==> config.mk <==
export PLATFORM = sky130hd
export DESIGN_NAME = multicycle_control_unit
export DESIGN_NICKNAME = d
export VERILOG_FILES = /design/src/rtl/riscv_ctrl_pkg.sv /design/src/rtl/mcu_output_decode.sv /design/src/rtl/multicycle_control_unit.sv
export SDC_FILE = /design/constraint.sdc
export NUM_CORES = 1
export LEC_CHECK = 0
export CORE_MARGIN = 10
export CORE_UTILIZATION = 51
export CTS_CLUSTER_SIZE = 40
export DETAILED_ROUTE_END_ITERATION = 7
export GPL_TIMING_DRIVEN = 0
export PLACE_DENSITY = 0.93
export SLEW_MARGIN = 20
export SYNTH_ARGS = -nofsm -noshare
export SYNTH_HDL_FRONTEND = slang
export SYNTH_HIERARCHICAL = 1
export SYNTH_SLANG_ARGS = --single-unit
==> constraint.sdc <==
create_clock -name clk -period 4.3 [get_ports clk]
set_clock_uncertainty 0.1 [all_clocks]
set_input_delay 0.645 -clock clk [delete_from_list [all_inputs] [get_ports clk]]
set_output_delay 0.645 -clock clk [all_outputs]
set_load 0.01 [all_outputs]
==> src/rtl/riscv_ctrl_pkg.sv <==
// Shared types and constants for the multi-cycle RISC-V control unit.
// Holds the FSM state enum, the opcode/funct3 constants, the mux select
// encodings and the packed control bundle driven by the output decoder.
package riscv_ctrl_pkg;

  typedef enum logic [3:0] {
    StFetch    = 4'd0,
    StDecode   = 4'd1,
    StMemAdr   = 4'd2,
    StMemRead  = 4'd3,
    StMemWb    = 4'd4,
    StMemWrite = 4'd5,
    StExecR    = 4'd6,
    StExecI    = 4'd7,
    StAluWb    = 4'd8,
    StBranch   = 4'd9,
    StJal      = 4'd10,
    StTrap     = 4'd11
  } state_e;

  localparam logic [6:0] OpLoad   = 7'b0000011;
  localparam logic [6:0] OpStore  = 7'b0100011;
  localparam logic [6:0] OpR      = 7'b0110011;
  localparam logic [6:0] OpImm    = 7'b0010011;
  localparam logic [6:0] OpBranch = 7'b1100011;
  localparam logic [6:0] OpJal    = 7'b1101111;

  localparam logic [2:0] F3Beq = 3'b000;
  localparam logic [2:0] F3Bne = 3'b001;

  // result_src encodings
  localparam logic [1:0] ResAluOut    = 2'b00;
  localparam logic [1:0] ResMemData   = 2'b01;
  localparam logic [1:0] ResAluResult = 2'b10;

  // alu_src_a encodings
  localparam logic [1:0] SrcAPc    = 2'b00;
  localparam logic [1:0] SrcAOldPc = 2'b01;
  localparam logic [1:0] SrcARs1   = 2'b10;

  // alu_src_b encodings
  localparam logic [1:0] SrcBRs2   = 2'b00;
  localparam logic [1:0] SrcBImm   = 2'b01;
  localparam logic [1:0] SrcBFour  = 2'b10;

  // alu_op encodings
  localparam logic [1:0] AluAdd   = 2'b00;
  localparam logic [1:0] AluSub   = 2'b01;
  localparam logic [1:0] AluFunct = 2'b10;

  typedef struct packed {
    logic       pc_en;
    logic       ir_write;
    logic       adr_src;
    logic       mem_read;
    logic       mem_write;
    logic       reg_write;
    logic [1:0] result_src;
    logic [1:0] alu_src_a;
    logic [1:0] alu_src_b;
    logic [1:0] alu_op;
  } ctrl_t;

  // Only beq/bne are supported branch flavours.
  function automatic logic branch_f3_legal(input logic [2:0] funct3);
    return (funct3 == F3Beq) || (funct3 == F3Bne);
  endfunction

  function automatic logic branch_taken(input logic [2:0] funct3, input logic zero);
    return ((funct3 == F3Beq) && zero) || ((funct3 == F3Bne) && !zero);
  endfunction

endpackage

==> src/rtl/mcu_output_decode.sv <==
// Combinational control-output decoder for the multi-cycle control unit.
// Ports:
//   state_i     - current FSM state
//   mem_ready_i - memory handshake (gates PC/IR load in fetch)
//   zero_i      - ALU zero flag (branch resolution)
//   funct3_i    - branch polarity
//   ctrl_o      - packed strobes and mux selects
module mcu_output_decode
  import riscv_ctrl_pkg::*;
(
  input  state_e      state_i,
  input  logic        mem_ready_i,
  input  logic        zero_i,
  input  logic [2:0]  funct3_i,
  output ctrl_t       ctrl_o
);

  always_comb begin
    ctrl_o = '0;
    unique case (state_i)
      StFetch: begin
        ctrl_o.mem_read   = 1'b1;
        ctrl_o.alu_src_a  = SrcAPc;
        ctrl_o.alu_src_b  = SrcBFour;
        ctrl_o.alu_op     = AluAdd;
        ctrl_o.result_src = ResAluResult;
        ctrl_o.ir_write   = mem_ready_i;
        ctrl_o.pc_en      = mem_ready_i;
      end
      StDecode: begin
        // Branch/jump target lands in ALUOut for later use.
        ctrl_o.alu_src_a = SrcAOldPc;
        ctrl_o.alu_src_b = SrcBImm;
        ctrl_o.alu_op    = AluAdd;
      end
      StMemAdr: begin
        ctrl_o.alu_src_a = SrcARs1;
        ctrl_o.alu_src_b = SrcBImm;
        ctrl_o.alu_op    = AluAdd;
      end
      StMemRead: begin
        ctrl_o.adr_src  = 1'b1;
        ctrl_o.mem_read = 1'b1;
      end
      StMemWb: begin
        ctrl_o.result_src = ResMemData;
        ctrl_o.reg_write  = 1'b1;
      end
      StMemWrite: begin
        ctrl_o.adr_src   = 1'b1;
        ctrl_o.mem_write = 1'b1;
      end
      StExecR: begin
        ctrl_o.alu_src_a = SrcARs1;
        ctrl_o.alu_src_b = SrcBRs2;
        ctrl_o.alu_op    = AluFunct;
      end
      StExecI: begin
        ctrl_o.alu_src_a = SrcARs1;
        ctrl_o.alu_src_b = SrcBImm;
        ctrl_o.alu_op    = AluFunct;
      end
      StAluWb: begin
        ctrl_o.result_src = ResAluOut;
        ctrl_o.reg_write  = 1'b1;
      end
      StBranch: begin
        ctrl_o.alu_src_a  = SrcARs1;
        ctrl_o.alu_src_b  = SrcBRs2;
        ctrl_o.alu_op     = AluSub;
        ctrl_o.result_src = ResAluOut;
        ctrl_o.pc_en      = branch_taken(funct3_i, zero_i);
      end
      StJal: begin
        // PC takes the target computed in decode; ALU forms oldPC + 4 for rd.
        ctrl_o.alu_src_a  = SrcAOldPc;
        ctrl_o.alu_src_b  = SrcBFour;
        ctrl_o.alu_op     = AluAdd;
        ctrl_o.result_src = ResAluOut;
        ctrl_o.pc_en      = 1'b1;
      end
      default: ;
    endcase
  end

endmodule

==> src/rtl/multicycle_control_unit.sv <==
// Multi-cycle RISC-V control FSM (R, I-ALU, lw, sw, beq/bne, jal).
// Ports:
//   clk, reset          - clock, asynchronous active-high reset
//   opcode, funct3      - fields from the instruction register
//   zero                - ALU zero flag
//   mem_ready           - memory access completes this cycle
//   pc_en ... alu_op    - datapath strobes and mux selects (all 0 in reset)
//   illegal_instr       - sticky illegal-opcode / bad-branch flag
//   retired             - retired-instruction count (wraps)
//   state_o             - current state, for debug
module multicycle_control_unit
  import riscv_ctrl_pkg::*;
#(
  parameter bit          SUPPORT_IALU = 1'b1,
  parameter bit          SUPPORT_JAL  = 1'b1,
  parameter int unsigned RET_CNT_W    = 32
) (
  input  logic                 clk,
  input  logic                 reset,
  input  logic [6:0]           opcode,
  input  logic [2:0]           funct3,
  input  logic                 zero,
  input  logic                 mem_ready,
  output logic                 pc_en,
  output logic                 ir_write,
  output logic                 adr_src,
  output logic                 mem_read,
  output logic                 mem_write,
  output logic                 reg_write,
  output logic [1:0]           result_src,
  output logic [1:0]           alu_src_a,
  output logic [1:0]           alu_src_b,
  output logic [1:0]           alu_op,
  output logic                 illegal_instr,
  output logic [RET_CNT_W-1:0] retired,
  output logic [3:0]           state_o
);

  state_e               state_q, state_d;
  logic                 illegal_q, illegal_d;
  logic [RET_CNT_W-1:0] retired_q, retired_d;
  logic                 retire;
  logic                 bad_branch;
  ctrl_t                ctrl, ctrl_gated;

  always_ff @(posedge clk or posedge reset) begin
    if (reset) begin
      state_q   <= StFetch;
      illegal_q <= 1'b0;
      retired_q <= '0;
    end else begin
      state_q   <= state_d;
      illegal_q <= illegal_d;
      retired_q <= retired_d;
    end
  end

  always_comb begin
    state_d    = state_q;
    retire     = 1'b0;
    bad_branch = 1'b0;
    unique case (state_q)
      StFetch:   if (mem_ready) state_d = StDecode;
      StDecode: begin
        case (opcode)
          OpLoad, OpStore: state_d = StMemAdr;
          OpR:             state_d = StExecR;
          OpImm:           state_d = SUPPORT_IALU ? StExecI : StTrap;
          OpBranch:        state_d = StBranch;
          OpJal:           state_d = SUPPORT_JAL ? StJal : StTrap;
          default:         state_d = StTrap;
        endcase
      end
      StMemAdr:  state_d = (opcode == OpLoad) ? StMemRead : StMemWrite;
      StMemRead: if (mem_ready) state_d = StMemWb;
      StMemWb: begin
        state_d = StFetch;
        retire  = 1'b1;
      end
      StMemWrite: begin
        if (mem_ready) begin
          state_d = StFetch;
          retire  = 1'b1;
        end
      end
      StExecR, StExecI: state_d = StAluWb;
      StAluWb: begin
        state_d = StFetch;
        retire  = 1'b1;
      end
      StBranch: begin
        state_d    = StFetch;
        retire     = branch_f3_legal(funct3);
        bad_branch = !branch_f3_legal(funct3);
      end
      StJal:     state_d = StAluWb;
      StTrap:    state_d = StTrap;
      // Unused encodings recover to fetch.
      default:   state_d = StFetch;
    endcase
  end

  always_comb begin
    illegal_d = illegal_q | bad_branch | (state_q == StTrap);
    retired_d = retire ? retired_q + RET_CNT_W'(1) : retired_q;
  end

  mcu_output_decode u_output_decode (
    .state_i     (state_q),
    .mem_ready_i (mem_ready),
    .zero_i      (zero),
    .funct3_i    (funct3),
    .ctrl_o      (ctrl)
  );

  // Reset forces fetch asynchronously; mask fetch's strobes/selects until release.
  always_comb begin
    ctrl_gated = reset ? '0 : ctrl;
  end

  always_comb begin
    pc_en         = ctrl_gated.pc_en;
    ir_write      = ctrl_gated.ir_write;
    adr_src       = ctrl_gated.adr_src;
    mem_read      = ctrl_gated.mem_read;
    mem_write     = ctrl_gated.mem_write;
    reg_write     = ctrl_gated.reg_write;
    result_src    = ctrl_gated.result_src;
    alu_src_a     = ctrl_gated.alu_src_a;
    alu_src_b     = ctrl_gated.alu_src_b;
    alu_op        = ctrl_gated.alu_op;
    // Flag is visible from the first trap cycle, not one cycle later.
    illegal_instr = illegal_q | (state_q == StTrap);
    retired       = retired_q;
    state_o       = state_q;
  end

endmodule

# Word level (Yosys, flattened, before mapping)
# Index checks and enable logic that the tools add are counted.
[classes]
n_addsub = 1
n_eq_ne = 21
n_mux = 18
n_bitwise = 3
reduce_logical = 14
[ops]
columns = ["operator", "count"]
rows = [
  ["$pmux 6 s7", 1],
  ["$add 32x1->32 const B", 1],
  ["$pmux 4 s7", 1],
  ["$pmux 4 s5", 1],
  ["$eq 4x3->1 const B", 4],
  ["$eq 4x4->1 const B", 4],
  ["$eq 7x6->1 const B", 2],
  ["$eq 7x7->1 const B", 2],
  ["$mux 14", 1],
  ["$mux 4", 3],
  ["$eq 4x2->1 const B", 2],
  ["$reduce_or 2->1", 4],
  ["$eq 7x2->1 const B", 1],
  ["$eq 7x5->1 const B", 1],
  ["$mux 1", 7],
  ["$ne 2x2->1 const B", 3],
  ["$pmux 1 s3", 2],
  ["$eq 4x1->1 const B", 1],
  ["$logic_not 4->1", 1],
  ["$pmux 2 s2", 1],
  ["$eq 3x1->1 const B", 1],
  ["$logic_not 3->1", 1],
  ["$mux 3", 1],
  ["$or 1x1->1", 3],
  ["5 further kinds", 8],
]
[totals]
regBits = 37
input_bits = 14
out_inout_bits = 51

# Longest topological paths before layout
# Gate-level depths: netlist of the first run.
[logic_depth]
depth_word = 6
depth_mapped = 7
depth_no_buf = 5

# Cells and area by module
# Netlist of the first run, hierarchy kept.
[modules_own_cells]
columns = ["mod", "instances", "cells_per_inst", "area_each_um2"]
rows = [
  ["multicycle_control_unit", 1, 196, 1968.1],
  ["mcu_output_decode", 1, 36, 259.0],
]

# Worst setup path after synthesis of the first run
# OpenSTA, ideal clock, no wires.
[synth_path]
path_kind = "input -> register"
start = "input port funct3[2]"
end = "register retired_q[29] (netlist: retired[29])"
setup_ns = 0.079
arrival_ns = 2.199
slack_ns = 1.922
stages = 6
path_buffers = 1
cell_sequence = "or4b_1 -> a311oi_2 -> buf_6 -> nand3_4 -> nor4_4 -> xor2_1"
[synth_via]
elab_chain_cells = 3
word_cells_on_any_way = 4
[synth_lines]
columns = ["element", "line", "rtl"]
rows = [
  ["start: declaration", "multicycle_control_unit.sv:21", "input logic [2:0] funct3,"],
  ["$eq 3x1->1 or $logic_not 3->1 (tied branches)", "riscv_ctrl_pkg.sv:66", "return (funct3 == F3Beq) || (funct3 == F3Bne);"],
  ["$logic_or 1x1->1 (*)", "riscv_ctrl_pkg.sv:66", ""],
  ["$pmux 1 s3 (*)", "multicycle_control_unit.sv:62", "unique case (state_q)"],
  ["end signal: assignment", "multicycle_control_unit.sv:54", "retired_q <= retired_d;"],
  ["end: declaration", "multicycle_control_unit.sv:41", "logic [RET_CNT_W-1:0] retired_q, retired_d;"],
]
# Every way passes the cells marked *; elsewhere a longest branch is shown, timed or not.
# A chain may end at the register's enable or synchronous reset.

==> results list, run 1 <==
- Clock Tree Root: sky130_fd_sc_hd__clkbuf_8
- IR analysis of the VDD net gives a maximum drop of 0.396 mV.
* Cell area after layout: 0.00302 mm²
- For the final routed database, the setup TNS stands at 0 ns.
* Number of hold buffers added after cts: 0
- Number of antenna violations at the first check in global routing: 0
* Leading area contributor after synthesis: sky130_fd_sc_hd__dfrtp_1
* Placeable core region: 0.00412 mm²
- The floorplan step set the die height to 86.1 µm.
- Total of endpoints with negative setup slack in the final report: 0
* Die area: 0.00741 mm²
* Worst path arrival time: 2.44 ns
* Number of DRC violations after detailed-routing iteration 0: 91
* Number of distinct standard cells referenced by the synthesized netlist: 50
- Fill cell total of the finished layout: 320
- After clock tree synthesis, the clock-pin slew on the worst setup and hold paths is 0.06 ns.
- Most frequent cell on the critical path: sky130_fd_sc_hd__clkdlybuf4s50_1
- Synthesis inferred 37 register bits.
- Inserted Clock Buffers: 5
- Post-cts gate resize count: 0
- Global-route wire length before repair: 9360 µm
- Among all cell types in the netlist, the one instantiated most often is sky130_fd_sc_hd__dfrtp_1.
- Timing would allow up to 314 MHz.
- In this run, synthesis inferred 0 flip-flops with an integrated enable.
- The largest individual stage delay along the critical path comes from the cell sky130_fd_sc_hd__clkdlybuf4s50_1.
- Number of sinks driven by the clock tree: 37
* Outcome: complete, no violations
* Path class of the lowest-slack min-delay path: flop to flop
- Number of slew-limit violations in the final report: 0
- The number of nets handed over by synthesis was 247.
* Vias post-DR: 1941
- In this design, the largest share of critical-path delay is due to buffers and inverters.
- NumNets Final: 318
- Worst path cell trace: clkdlybuf4s50_1 -> nor3b_1 -> a21o_1 -> a32o_1 -> nor2b_1 -> clkdlybuf4s50_1
* Total count of hold-check failures in the final report: 0
- Worst hold slack across all endpoints: 0.377 ns
- At the pin with the least slew margin, the transition time is 0.758 ns.
- In the synthesized netlist, the cells that appear most often are sky130_fd_sc_hd__dfrtp_1 (37), sky130_fd_sc_hd__nor2_1 (21), sky130_fd_sc_hd__nand2_1 (18), sky130_fd_sc_hd__xnor2_1 (17), sky130_fd_sc_hd__xor2_1 (17).
- Total number of H-tree levels: 2
- For this run, the number of standard cells in the final layout without fillers is 353.
* CTS tree: done
- The number of buffers and inverters on the critical path is 2.
* Data required time at the worst endpoint: 3.56 ns
* Largest net degree at the start of global routing: 38
* Power density over cell area: 470 mW/mm²
- Gate count of the mapped netlist: 232
- Final min period: 3.18 ns
- Drt wl/cell: 15.9 µm
* Cells taking the most area after synthesis: sky130_fd_sc_hd__dfrtp_1 (42%), sky130_fd_sc_hd__xnor2_1 (6.7%), sky130_fd_sc_hd__xor2_1 (6.7%)
- Final period util: 0.741
* # DRC: 0
- The placed instances occupy a cell area of 0.00293 mm².
* Setup WS post-layout: 1.12 ns
* Predominant post-synthesis flop cell: sky130_fd_sc_hd__dfrtp_1
- Average size of a mapped cell: 9.60 µm²
- The worst setup path is captured at a primary output.
* Clk_lat worst skew: 0.28 ns
* Summed instance area of the synthesized netlist: 0.00223 mm²
- Compared with the post-synthesis result, the final layout area differs by 35.4%.
* Aggregate routed wire length: 5620 µm
* Aggregate global routing overflow: 0
- Via-to-Cell Ratio: 5.50
- Number of buffers between clock root and the deepest sink: 2
- The share of the Yosys chip area taken by registers is 0.416.
- Ports: 65
- Number of diodes added for antenna fixing: 0
- Unrepaired setup endpoints after global routing: no
- Combined global-route utilization of all metal layers: 0.151
- The number of global-route vias before repair is 1955.
- Remaining antenna violation count: 0
- Post-place setup slack: 1.13 ns
- Routability-driven placement finished with a final weighted congestion of 0.887.
- Max_slew headroom: 0.494
- Share of Yosys cell area claimed by the top area cell type: 0.416
- The floorplan step set the die width to 86.1 µm.
- Area taken by multi-input logic gates: 0.00120 mm²
- STA classifies the critical path startpoint as a primary input.
* Initial cell density of the core: 0.541
- In the final layout, the share of cells above drive strength 1 is 0.0990.
- Delay contributed by the slowest stage of the critical path: 0.67 ns
* Footprint of the flip-flops and latches: 926 µm²
- The critical path is of the primary input to primary output type.
- The Yosys step of the flow raised 6 warnings.
- After clock tree synthesis, the setup repair step added 0 buffers.
- Maximum fanout encountered on the critical timing path: 9
- Leakage dissipation: 1.25 nW
- Row generation in the floorplan step produced 23 rows.
- Buffers placed on the I/O ports in this run total 64.
- Max-cap viol count: 0
- First-pass detailed-route iteration total: 4
- Number of placed instances, taps included: 346
* Estimated wirelength of the detail-placed design: 4230 µm
- Counting flops with an async set or reset pin after synthesis yields a share of 1.00.
-- where the power goes --
part / switching (W) / internal (W)
Sequential: 0.0000598 / 0.000390
Clock: 0.000114 / 0.000127
Combinational: 0.000358 / 0.000368
Total: 0.000532 / 0.000885
-- cells in the final DEF, fill, tap and decap left out, types with 3 or more instances in the layout --
cell,count
sky130_fd_sc_hd__clkdlybuf4s50_1,64
sky130_fd_sc_hd__and2_1,3
sky130_fd_sc_hd__clkbuf_8,6
sky130_fd_sc_hd__nor3b_1,4
sky130_fd_sc_hd__nand2_1,18
sky130_fd_sc_hd__nand2b_1,4
sky130_fd_sc_hd__nor2_1,21
sky130_fd_sc_hd__nand4_1,9
sky130_fd_sc_hd__buf_2,3
sky130_fd_sc_hd__nand3b_1,5
sky130_fd_sc_hd__dfrtp_1,37
sky130_fd_sc_hd__xor2_1,17
sky130_fd_sc_hd__nor2b_1,15
sky130_fd_sc_hd__nor4_1,4
sky130_fd_sc_hd__xnor2_1,17
sky130_fd_sc_hd__nor3_1,12
sky130_fd_sc_hd__a21oi_1,4
sky130_fd_sc_hd__nand3_1,8
sky130_fd_sc_hd__clkbuf_1,4
sky130_fd_sc_hd__inv_1,6
sky130_fd_sc_hd__buf_6,3
-- registers in the layout, summed over array words and instances (netlist names) --
| name | flops |
|---|---|
| illegal_q | 1 |
| state_o | 4 |
| retired | 32 |
-- path summary, 6_finish.rpt --
path	start	endpoint	slack, ns	cells past startpoint
max	mem_ready	pc_en	1.12	6
min	retired[31]	retired[31]	0.38	1
max reg2reg	state_o[2]	retired[31]	1.66	7
min reg2reg	retired[31]	retired[31]	0.38	1
max in group asynchronous	reset	retired[31]	2.51	3
min in group asynchronous	reset	retired[25]	1.11	3
-- per-layer routing --
layer	vias to the layer above	global-route usage	routed length [µm]
met5	-	0	0
met3	6	0.0653	476
li1	943	-	-
met2	69	0.249	2740
met1	923	0.176	2370
met4	0	0.0359	36
-- through the flow --
stage | total power (W) | utilization
6_report | 0.00142 | 0.733
5_1_grt | 0.00150 | 0.733
4_1_cts | 0.00142 | 0.733
3_5_place_dp | 0.00117 | 0.712
3_3_place_gp | 0.00116 | 0.712
2_1_floorplan | 0.000914 | -
-- logic make-up (layout without fill, tap and decap cells) --
kind of cell,after synthesis,count (layout),synth area share
buffers and inverters,19,90,0.0472
AOI/OAI and AO/OA,20,20,0.0702
and+or+nand+nor,119,119,0.315
xor gates and xnor gates,35,35,0.141
muxes,1,1,0.00506
DFF,37,37,0.416
adders and majority gates,1,1,0.00562
-- area by class of cell --
type / instances / area share
inverter: 8 / 0.00995
clock buffer: 7 / 0.0286
buffer: 11 / 0.0249
multi-input combinational: 176 / 0.397
tap: 50 / 0.0207
sequential: 37 / 0.307
timing repair buffer: 64 / 0.212
Note: power is estimated with default switching activity, not from simulation.
==> run 2, diff against run 1 <==
Settings changed: CORE_UTILIZATION 51 to 48, PLACE_DENSITY 0.93 to 0.89.
Clock period 4.3 ns to 3.02 ns, I/O delays scaled along.
==> run 2 against run 1 <==
Effect of this change: highest routed layer unchanged; sequential share of layout area down 0.21 points; combinational power grew 42%; sequential cell count unchanged; die area increased by 4.8%; via count fell by 0.21%; first-iteration DRC count fell by 29%.
==> results list, run 2 (same netlist as run 1, synthesis figures left out) <==
- The run finished with clean final reports.
- For the pin with the worst max-slew slack, the measured transition is 0.760 ns.
- Reg-to-reg slack, setup: 0.40 ns
* Metal3 WL: 434 µm
- Row count: 24
- The tree built by TritonCTS fans out to 37 sinks.
- Clock Tree Root: sky130_fd_sc_hd__clkbuf_8
* Post-Route Setup TNS: 0 ns
- Commonest cells after routing, fill and taps aside: sky130_fd_sc_hd__clkdlybuf4s50_1 (64), sky130_fd_sc_hd__dfrtp_1 (37), sky130_fd_sc_hd__nor2_1 (21)
- The die covers 0.00776 mm².
- Estimated wirelength of the detail-placed design: 4190 µm
- Relative to the synthesized area, the layout overhead comes to 36.4%.
* Global-route wire length before repair: 8960 µm
* Number of flip-flops in the largest register: 32
* Worst path arrival time: 2.25 ns
- CTS tree: done
- The detailed router put a total of 2330 µm of wire on met1.
- The number of global-route vias before repair came to 1865.
- Hold timing on the final database bottoms out at a slack of 0.382 ns.
* Internal power consumption: 0.00129 W
- The die is 88.1 µm tall.
- Reg clk slew, reported paths: 0.08 ns
* Met2 wire len: 2650 µm
- Of the total power, the clock network draws 0.190.
- Power density over cell area: 678 mW/mm²
- The net count of the finished layout is 318.
- Max-cap viol count: 0
* Final min period: 2.80 ns
* Unrepaired setup endpoints after global routing: no
* Final period util: 0.929
* Sequential Power Share: 0.310
- In this run the post-CTS setup repair buffer count came out at 0.
* Largest net degree at the start of global routing: 38
- After detailed routing, no signal wire sits above met4.
* Number of input and output port buffers inserted: 64
- Number of antenna violations at the first check in global routing: 0
* First-pass detailed-route iteration total: 4
- Placeable core region: 0.00441 mm²
- In the routed design, unresolved DRC markers number 0.
- The critical path ends at pc_en.
* Data required time at the worst endpoint: 2.47 ns
* Setup WS post-layout: 0.215 ns
- Start-to-end type of the worst setup path: primary input to primary output
- Maximum fanout encountered on the critical timing path: 9
- The floorplan step set the die width to 88.1 µm.
- Total count of hold-check failures in the final report: 0
- Peak supply drop: 0.540 mV
* Type of origin of the critical path: primary input
- Clk_lat worst skew: 0.29 ns
* Combinational cell fraction of total power: 0.500
- Remaining antenna violation count: 0
- The final layout contains routed wiring with a total length of 5490 µm.
- Reg2reg end: retired[27]
* Number of diodes added for antenna fixing: 0
* Vias post-DR: 1937
* Max_slew headroom: 0.493
* Number of slew-limit violations in the final report: 0
- Combined global-route utilization of all metal layers: 0.143
* Maximum frequency from static timing analysis: 357 MHz
- GPL Wtd Cong: 0.846
- Switching power as a share of total power: 0.374
- In this run the worst setup path begins at mem_ready.
* Number of DRC violations after detailed-routing iteration 0: 65
- Total of endpoints with negative setup slack in the final report: 0
- STA classifies the critical path endpoint as a primary output.
- Leaving out fill and tap cells, the most frequent cell in the layout is sky130_fd_sc_hd__clkdlybuf4s50_1.
- The initial utilization of the core area, before any placement, comes to 0.505.
- After global routing the overflow that remains totals 0.
- For this design the static power due to leakage is 1.26 nW.
* Post-cts gate resize count: 0
- Ports: 65
* Post-place setup slack: 0.0403 ns
- Drt wl/cell: 15.4 µm
- Count of placed standard cells in the final layout, fillers left out: 356
- Counting tap cells, the placed design contains a total of 348 instances.
* Number of hold buffers added after cts: 0
* Inserted Clock Buffers: 5
* Path class of the lowest-slack min-delay path: flop to flop
* Via-to-Cell Ratio: 5.44
- NetSw: 0.000771 W
- The worst register-to-register path has a depth of 7.
- The clock tree synthesis step divided the H-tree into 2 levels.
- Number of buffers between clock root and the deepest sink: 2
- Worst flop-to-flop path startpoint: state_o[2]
* Fraction of final layout cells sized beyond drive strength 1: 0.105
## run 2: changes by cell type in the layout (fill, tap and decap cells not counted)
cell / previous run / this run
sky130_fd_sc_hd__inv_6: 0 / 1
sky130_fd_sc_hd__clkbuf_1: 4 / 3
sky130_fd_sc_hd__clkbuf_8: 6 / 7
## run 2: worst min path at each step
stage                           start          end  slack (ns)  cells after the start
after floorplan             illegal_q    illegal_q        0.34                      1
after global placement    retired[31]  retired[31]        0.35                      1
after detailed placement    illegal_q    illegal_q        0.37                      1
after CTS                   illegal_q    illegal_q        0.39                      1
after global routing      retired[31]  retired[31]        0.40                      1
final                     retired[31]  retired[31]        0.38                      1
## run 2: through the flow
step | cell area, µm² | utilization | total power [W]
global placement | 2930 | 0.664 | 0.00165
detailed placement | 2930 | 0.664 | 0.00167
floorplan | 2230 | - | 0.00130
CTS | 3040 | 0.688 | 0.00207
finish | 3040 | 0.688 | 0.00206
global route | 3040 | 0.688 | 0.00219
## run 2: metal layers
metal  track usage  up-vias
li1              -      946
met4        0.0499        0
met1         0.170      920
met5             0        -
met2         0.235       62
met3        0.0483        9
## run 2: area by class of cell
cell class	count	area, µm²
Tap cell	52	65.1
Multi-Input combinational cell	176	1200
Timing Repair Buffer	64	641
Buffer	11	75.1
Clock inverter	1	8.76
Inverter	8	30.0
Clock buffer	7	96.3
Fill cell	350	1380
Sequential cell	37	926
## run 2: power groups by stage
stage / registers (W) / logic (W) / clock network [W]
finish: 0.000638 / 0.00103 / 0.000392
global route: 0.000649 / 0.00112 / 0.000418
CTS: 0.000637 / 0.00104 / 0.000396
detailed placement: 0.000645 / 0.00103 / 0
global placement: 0.000644 / 0.00100 / 0
floorplan: 0.000655 / 0.000646 / 0
## run 2: critical path, cell delays in order
cell and delay, ns:
sky130_fd_sc_hd__clkdlybuf4s50_1 0.64, sky130_fd_sc_hd__nor3b_1 0.27, sky130_fd_sc_hd__a21o_1 0.11, sky130_fd_sc_hd__a32o_1 0.11, sky130_fd_sc_hd__nor2b_1 0.12, sky130_fd_sc_hd__clkdlybuf4s50_1 0.54
